==> src/rtl/accumulator_pkg.sv <==
// Shared types and constants for the accumulator self-test load driver.
package accumulator_pkg;

    typedef enum logic [1:0] {
        IDLE        = 2'd0,
        SEND        = 2'd1,
        WAIT_RESULT = 2'd2,
        DONE        = 2'd3
    } state_e;

    localparam logic [31:0] LFSR_MASK          = 32'h8020_0003;
    localparam int          LOAD_WIDTH         = 16;
    localparam int          DEFAULT_DATA_WIDTH = 32;

    // Right-shifting Galois step for x^32+x^22+x^2+x+1.
    function automatic logic [31:0] lfsr_next(input logic [31:0] s);
        return (s >> 1) ^ (s[0] ? LFSR_MASK : 32'd0);
    endfunction

endpackage

==> src/rtl/load_lfsr.sv <==
// 32-bit Galois LFSR word source; the low 16 bits of the state form the word.
module load_lfsr
    import accumulator_pkg::*;
#(
    parameter logic [31:0] SEED = 32'h0087_8A83
) (
    input  logic                  bus_clk,
    input  logic                  reset_n,
    input  logic                  seed_load,
    input  logic                  advance,
    output logic [LOAD_WIDTH-1:0] word
);

    // An all-zero state would lock up the register, so it is replaced by 1.
    localparam logic [31:0] SEED_EFF = (SEED == 32'd0) ? 32'd1 : SEED;

    logic [31:0] state_q;

    always_ff @(posedge bus_clk or negedge reset_n) begin
        if (!reset_n) begin
            state_q <= SEED_EFF;
        end else if (seed_load) begin
            state_q <= SEED_EFF;
        end else if (advance) begin
            state_q <= lfsr_next(state_q);
        end
    end

    assign word = state_q[LOAD_WIDTH-1:0];

endmodule

==> src/rtl/accumulator_load_driver.sv <==
// Streams a burst of 16-bit words into the accumulator, tracks their sum and
// grades the accumulator's reported result as pass, fail or timeout.
module accumulator_load_driver
    import accumulator_pkg::*;
#(
    parameter int          WORD_COUNT     = 1024,
    parameter int          DATA_WIDTH     = DEFAULT_DATA_WIDTH,
    parameter int          PATTERN        = 0,
    parameter logic [31:0] LFSR_SEED      = 32'h0087_8A83,
    parameter int          TIMEOUT_CYCLES = 4096
) (
    input  logic                  bus_clk,
    input  logic                  reset_n,
    input  logic                  start,
    input  logic [DATA_WIDTH-1:0] result,
    input  logic                  result_valid,
    output logic [DATA_WIDTH-1:0] load,
    output logic                  busy,
    output logic                  done,
    output logic                  pass,
    output logic                  timeout,
    output logic [DATA_WIDTH-1:0] expected_sum
);

    state_e                  state_q;
    logic [31:0]             word_cnt_q;
    logic [31:0]             wait_cnt_q;
    logic [DATA_WIDTH-1:0]   load_q;
    logic [DATA_WIDTH-1:0]   sum_q;
    logic                    busy_q;
    logic                    done_q;
    logic                    pass_q;
    logic                    timeout_q;

    logic                    seed_load;
    logic                    advance;
    logic [LOAD_WIDTH-1:0]   lfsr_word;
    logic [LOAD_WIDTH-1:0]   cur_word;

    assign seed_load = ((state_q == IDLE) || (state_q == DONE)) && start;
    assign advance   = (state_q == SEND);
    assign cur_word  = (PATTERN == 1) ? word_cnt_q[LOAD_WIDTH-1:0] : lfsr_word;

    load_lfsr #(
        .SEED (LFSR_SEED)
    ) u_lfsr (
        .bus_clk   (bus_clk),
        .reset_n   (reset_n),
        .seed_load (seed_load),
        .advance   (advance),
        .word      (lfsr_word)
    );

    always_ff @(posedge bus_clk or negedge reset_n) begin
        if (!reset_n) begin
            state_q    <= IDLE;
            word_cnt_q <= '0;
            wait_cnt_q <= '0;
            load_q     <= '0;
            sum_q      <= '0;
            busy_q     <= 1'b0;
            done_q     <= 1'b0;
            pass_q     <= 1'b0;
            timeout_q  <= 1'b0;
        end else begin
            case (state_q)
                IDLE, DONE: begin
                    if (start) begin
                        state_q    <= SEND;
                        word_cnt_q <= '0;
                        sum_q      <= '0;
                        load_q     <= '0;
                        busy_q     <= 1'b1;
                        done_q     <= 1'b0;
                        pass_q     <= 1'b0;
                        timeout_q  <= 1'b0;
                    end
                end
                SEND: begin
                    load_q     <= DATA_WIDTH'(cur_word);
                    sum_q      <= sum_q + DATA_WIDTH'(cur_word);
                    word_cnt_q <= word_cnt_q + 32'd1;
                    // The last word leaves on the same edge that enters WAIT_RESULT.
                    if (word_cnt_q == 32'(WORD_COUNT - 1)) begin
                        state_q    <= WAIT_RESULT;
                        wait_cnt_q <= '0;
                    end
                end
                WAIT_RESULT: begin
                    load_q     <= '0;
                    wait_cnt_q <= wait_cnt_q + 32'd1;
                    if (result_valid) begin
                        state_q   <= DONE;
                        busy_q    <= 1'b0;
                        done_q    <= 1'b1;
                        pass_q    <= (result == sum_q);
                        timeout_q <= 1'b0;
                    end else if (wait_cnt_q == 32'(TIMEOUT_CYCLES - 1)) begin
                        state_q   <= DONE;
                        busy_q    <= 1'b0;
                        done_q    <= 1'b1;
                        pass_q    <= 1'b0;
                        timeout_q <= 1'b1;
                    end
                end
                default: begin
                    state_q <= IDLE;
                    busy_q  <= 1'b0;
                    done_q  <= 1'b0;
                end
            endcase
        end
    end

    assign load         = load_q;
    assign expected_sum = sum_q;
    assign busy         = busy_q;
    assign done         = done_q;
    assign pass         = pass_q;
    assign timeout      = timeout_q;

endmodule

==> config.mk <==
export PLATFORM = sky130hd
export DESIGN_NAME = accumulator_load_driver
export DESIGN_NICKNAME = d
export VERILOG_FILES = /design/src/rtl/accumulator_pkg.sv /design/src/rtl/load_lfsr.sv /design/src/rtl/accumulator_load_driver.sv
export SDC_FILE = /design/constraint.sdc
export NUM_CORES = 1
export LEC_CHECK = 0
export ABC_CLOCK_PERIOD_IN_PS = 3400
export BUFFER_PORTS_ARGS = -buffer_cell sky130_fd_sc_hd__buf_4
export CAP_MARGIN = 25
export CORE_ASPECT_RATIO = 0.8
export CORE_MARGIN = 8
export CORE_UTILIZATION = 55
export CTS_BUF_LIST = sky130_fd_sc_hd__clkbuf_8
export CTS_CLUSTER_SIZE = 25
export DETAILED_ROUTE_END_ITERATION = 7
export GPL_ROUTABILITY_DRIVEN = 0
export PLACE_DENSITY = 0.76
export SLEW_MARGIN = 20
export SYNTH_ARGS = -nofsm -noshare
export SYNTH_HDL_FRONTEND = slang
export SYNTH_SLANG_ARGS = --single-unit
==> constraint.sdc <==
create_clock -name bus_clk -period 3.4 [get_ports bus_clk]
set_input_delay 0.85 -clock bus_clk [delete_from_list [all_inputs] [get_ports bus_clk]]
set_output_delay 0.85 -clock bus_clk [all_outputs]
set_load 0.02 [all_outputs]
==> results by group <==
Logic synthesis
  – Mapped Area: around 0.0085 mm^2
  – Post-synthesis mux area share: 0.0382
  – XOR/XNOR Fraction of Synth Area: 0.0949
  – Mapped Cells: around 910
  – Avg Cell Area, Syn: between 9 and 10 um^2
  – Yosys reg bits: 150
  – Post-synthesis simple-gate area fraction: 0.207
  – Post-synth EDFFs: 0
  – Top post-synthesis cells by area: dfrtp_1, xnor2_1, nand2_1, nor2_1, mux2i_1
  – Largest family of logic cells by synthesized area: simple AND/OR/NAND/NOR gates
  – Top-area cell type share of the netlist area: 0.413
  – Post-synthesis compound-gate area fraction: 0.138
  – Asr flop ratio synth: 1.00
  – Cell variety after synth: 68
  – Register area share after synthesis: 0.444
  – Cell taking the most area after synthesis: dfrtp_1
  – Synth Flop Type: dfrtp_1
  – Post-Synth Adder-Cell Area: 0.0333
  – Syn. warnings: 0

CTS
  – Post-CTS setup buffers: 0
  – TritonCTS Sinks: 150
  – Clock Latency Late Sink: between 0.4 and 0.5 ns
  – Clk root buf: clkbuf_8
  – CTS tree: yes
  – Number of buffers created by CTS: 17
  – Post-CTS Resized: 0
  – CTS H-tree lvls: 4
  – Reg clk slew, reported paths: ~0.10 ns
  – Cts hold-fix bufs: 0
  – Bufs on Longest Clock Path: 2

Worst setup path
  – Slowest stage delay, CP: between 0.5 and 0.6 ns
  – Crit start category: flop
  – Crit path capture type: flop
  – Setup crit start: wait_cnt_q[0]
  – CP Max Fanout: 6
  – Worst path arrival time: 3.04 ns
  – FF-to-FF setup slack: 0.71 ns
  – Critical-path cell list: ha_1 -> nand3_1 -> or3_1 -> nor4_1 -> o22ai_1 -> nor2_2 -> mux2_1
  – R2R cell count: 7
  – Crit Reg-Reg Endpoint: done
  – WP data required: approximately 3.8 ns
  – Slowest-stage cell, CP: nor4_1
  – CP Capture Point: done
  – CP Class: reg -> reg
  – Reg-to-Reg Start: wait_cnt_q[0]

Layout
  – Nets: between 1000 and 1500
  – Finished Cell Area: slightly below 0.01 mm^2
  – Area growth syn-to-layout: 15.1%
  – Ant. Diodes: 0
  – Share of cells above drive strength 1: 0.167
  – Final Non-Filler Cells: around 1200

Place
  – Placed Instances: ~1200
  – Area after DPL: 0.00933 mm^2
  – Estimated wirelength of the detail-placed design: 15000 um
  – I/O Buffers: 87

Floorplanning
  – Die W: between 150 and 200 um
  – Std-Cell Rows: 40
  – Starting density of the core: 0.564
  – CORE AREA: 0.0151 mm^2
  – Die Height: 127 um
  – Top Ports: 104
  – Die footprint: 0.0197 mm^2

Pwr
  – Clock power frac: 0.212
  – PD cells: between 700 and 800 mW/mm^2
  – Switching pwr: approximately 3.2 mW
  – Total power: around 7.3 mW
  – Internal: 4.10 mW
  – Part of the power in registers: 0.348
  – Logic gate share of total power: 0.440
  – Max VDD drop: ~470 uV
  – Switching share of power: 0.437
  – Pleak: 4.35 nW

GRT
  – Total Routing Usage GR: 0.217
  – Total gr overflow: 0
  – Number of global-route vias before repair: 6653
  – Initial antenna violation count: 0
  – First-pass GRT wire length: 34800 um
  – Largest net degree at the start of global routing: between 60 and 70

Timing
  – Worst hold slack: 0.332 ns
  – Final setup TNS: 0 ns
  – Fmax: about 370 MHz
  – Worst relative slew slack: 0.510
  – Tmin final: roughly 2.7 ns
  – Max Slew Vio Count: 0
  – Hold Fails Final Rpt: 0
  – Tcrit/Tclk final: 0.792
  – Worst-Margin Slew: 0.731 ns
  – Endpoints failing setup: 0
  – RSZ-0062 raised after global routing: false
  – Clock Skew: around 0.016 ns

Route
  – Post-route ant nets: 0
  – Vias per inst: 5.74
  – DRC Markers: 0
  – DR vias: 6996
  – WL final: 20700 um
  – Initial DRC Count: around 620
  – Routed len/inst: roughly 17 um
  – DRT Pass-1 Iters: 5

Status
  – Status: finished clean

Hold path
  – Hold Crit Class: in -> async

Job
  – MaxCap Viol Count: 0
-- sequential cells by signal, summed over array words and instances, names as in the netlist --
register,count
busy,1
done,1
expected_sum,32
load,16
pass,1
state_q,2
timeout,1
u_lfsr.state_q,32
wait_cnt_q,32
word_cnt_q,32
-- power groups by stage --
stage,combinational (mW),sequential [mW],clock [mW]
6_report,3.21,2.54,1.54
5_1_grt,3.54,2.58,1.64
4_1_cts,3.19,2.53,1.58
3_5_place_dp,3.17,2.56,0
3_3_place_gp,3.11,2.55,0
2_1_floorplan,2.10,2.63,0
-- worst max-delay path, delay by kind of cell, from the launching register on --
family                     cells  cell delay, ns
and+or+nand+nor                4            1.31
DFF                            1            0.45
muxes                          1            0.36
adders and majority gates      1            0.29
AOI/OAI and AO/OA              1            0.18
-- cells in the final DEF, fill, tap and decap left out, drive strengths merged, types with 5 or more instances in the layout --
master,instances
and2,5
ha,21
nand4,22
a22o,5
dfstp,10
a211oi,21
inv,33
dfrtp,140
and3,16
nand2,126
mux2i,29
a21oi,40
nand3,43
nor3,8
buf,104
nor4,17
xor2,27
xnor2,65
o21ai,59
nand2b,12
nor2,82
conb,16
clkbuf,17
a21o,6
or3,9
o211ai,7
clkinv,6
a2111oi,8
-- cell usage after synthesis (3+ instances only) --
library cell / n
nand2b_1: 12
nor4_1: 14
a2111oi_2: 6
clkbuf_1: 32
buf_4: 16
or4_1: 3
dfrtp_1: 140
or3_1: 9
and3_1: 16
inv_1: 26
ha_1: 21
xnor2_1: 65
a2111o_1: 4
and2_1: 5
o211ai_1: 7
dfstp_2: 10
o22ai_1: 3
nand4b_1: 3
a21o_1: 6
a22o_1: 5
nand2_1: 126
nor2_1: 80
o21a_1: 4
buf_2: 4
a21oi_1: 40
o21ai_0: 48
nor3_1: 7
a211oi_1: 21
nand4_1: 21
nand3_1: 43
mux2i_1: 29
and4_1: 4
xor2_1: 27
o21ai_1: 11
-- layout make-up --
cell class	instances	area, um^2
Clock inverter	15	210
Tap cell	210	263
Inverter	27	101
Multi-Input combinational cell	696	4410
Fill cell	1245	5290
Timing Repair Buffer	104	785
Clock buffer	17	234
Sequential cell	150	3770
-- kinds of logic (layout without fill, tap and decap cells) --
kind of cell | count (synthesis) | in the layout
other | 1 | 16
DFF | 150 | 150
muxes | 32 | 32
AOI/OAI and AO/OA | 175 | 175
xor gates and xnor gates | 92 | 92
adders and majority gates | 22 | 22
buffers and inverters | 82 | 163
and+or+nand+nor | 359 | 359
-- metal layers --
metal / global-route usage / wire length, um / up-vias
li1: - / - / 3356
met5: 0 / 0 / -
met2: 0.317 / 8880 / 194
met1: 0.313 / 10200 / 3421
met3: 0.0515 / 1270 / 25
met4: 0.0684 / 316 / 0
-- stage by stage --
step,setup slack [ns],utilization
2_1_floorplan,1.01,-
3_3_place_gp,0.767,0.619
3_5_place_dp,0.715,0.619
4_1_cts,0.679,0.649
5_1_grt,0.566,0.649
6_report,0.706,0.649
-- worst min-delay path by stage --
stage | to | slack, ns | cells after the start
floorplan | u_lfsr.state_q[18] | 0.47 | 2
global placement | load[14] | 0.46 | 2
detailed placement | load[14] | 0.47 | 2
CTS | load[11] | 0.36 | 1
global route | load[11] | 0.37 | 1
finish | load[11] | 0.33 | 1
(Power assumes the default switching activity.)
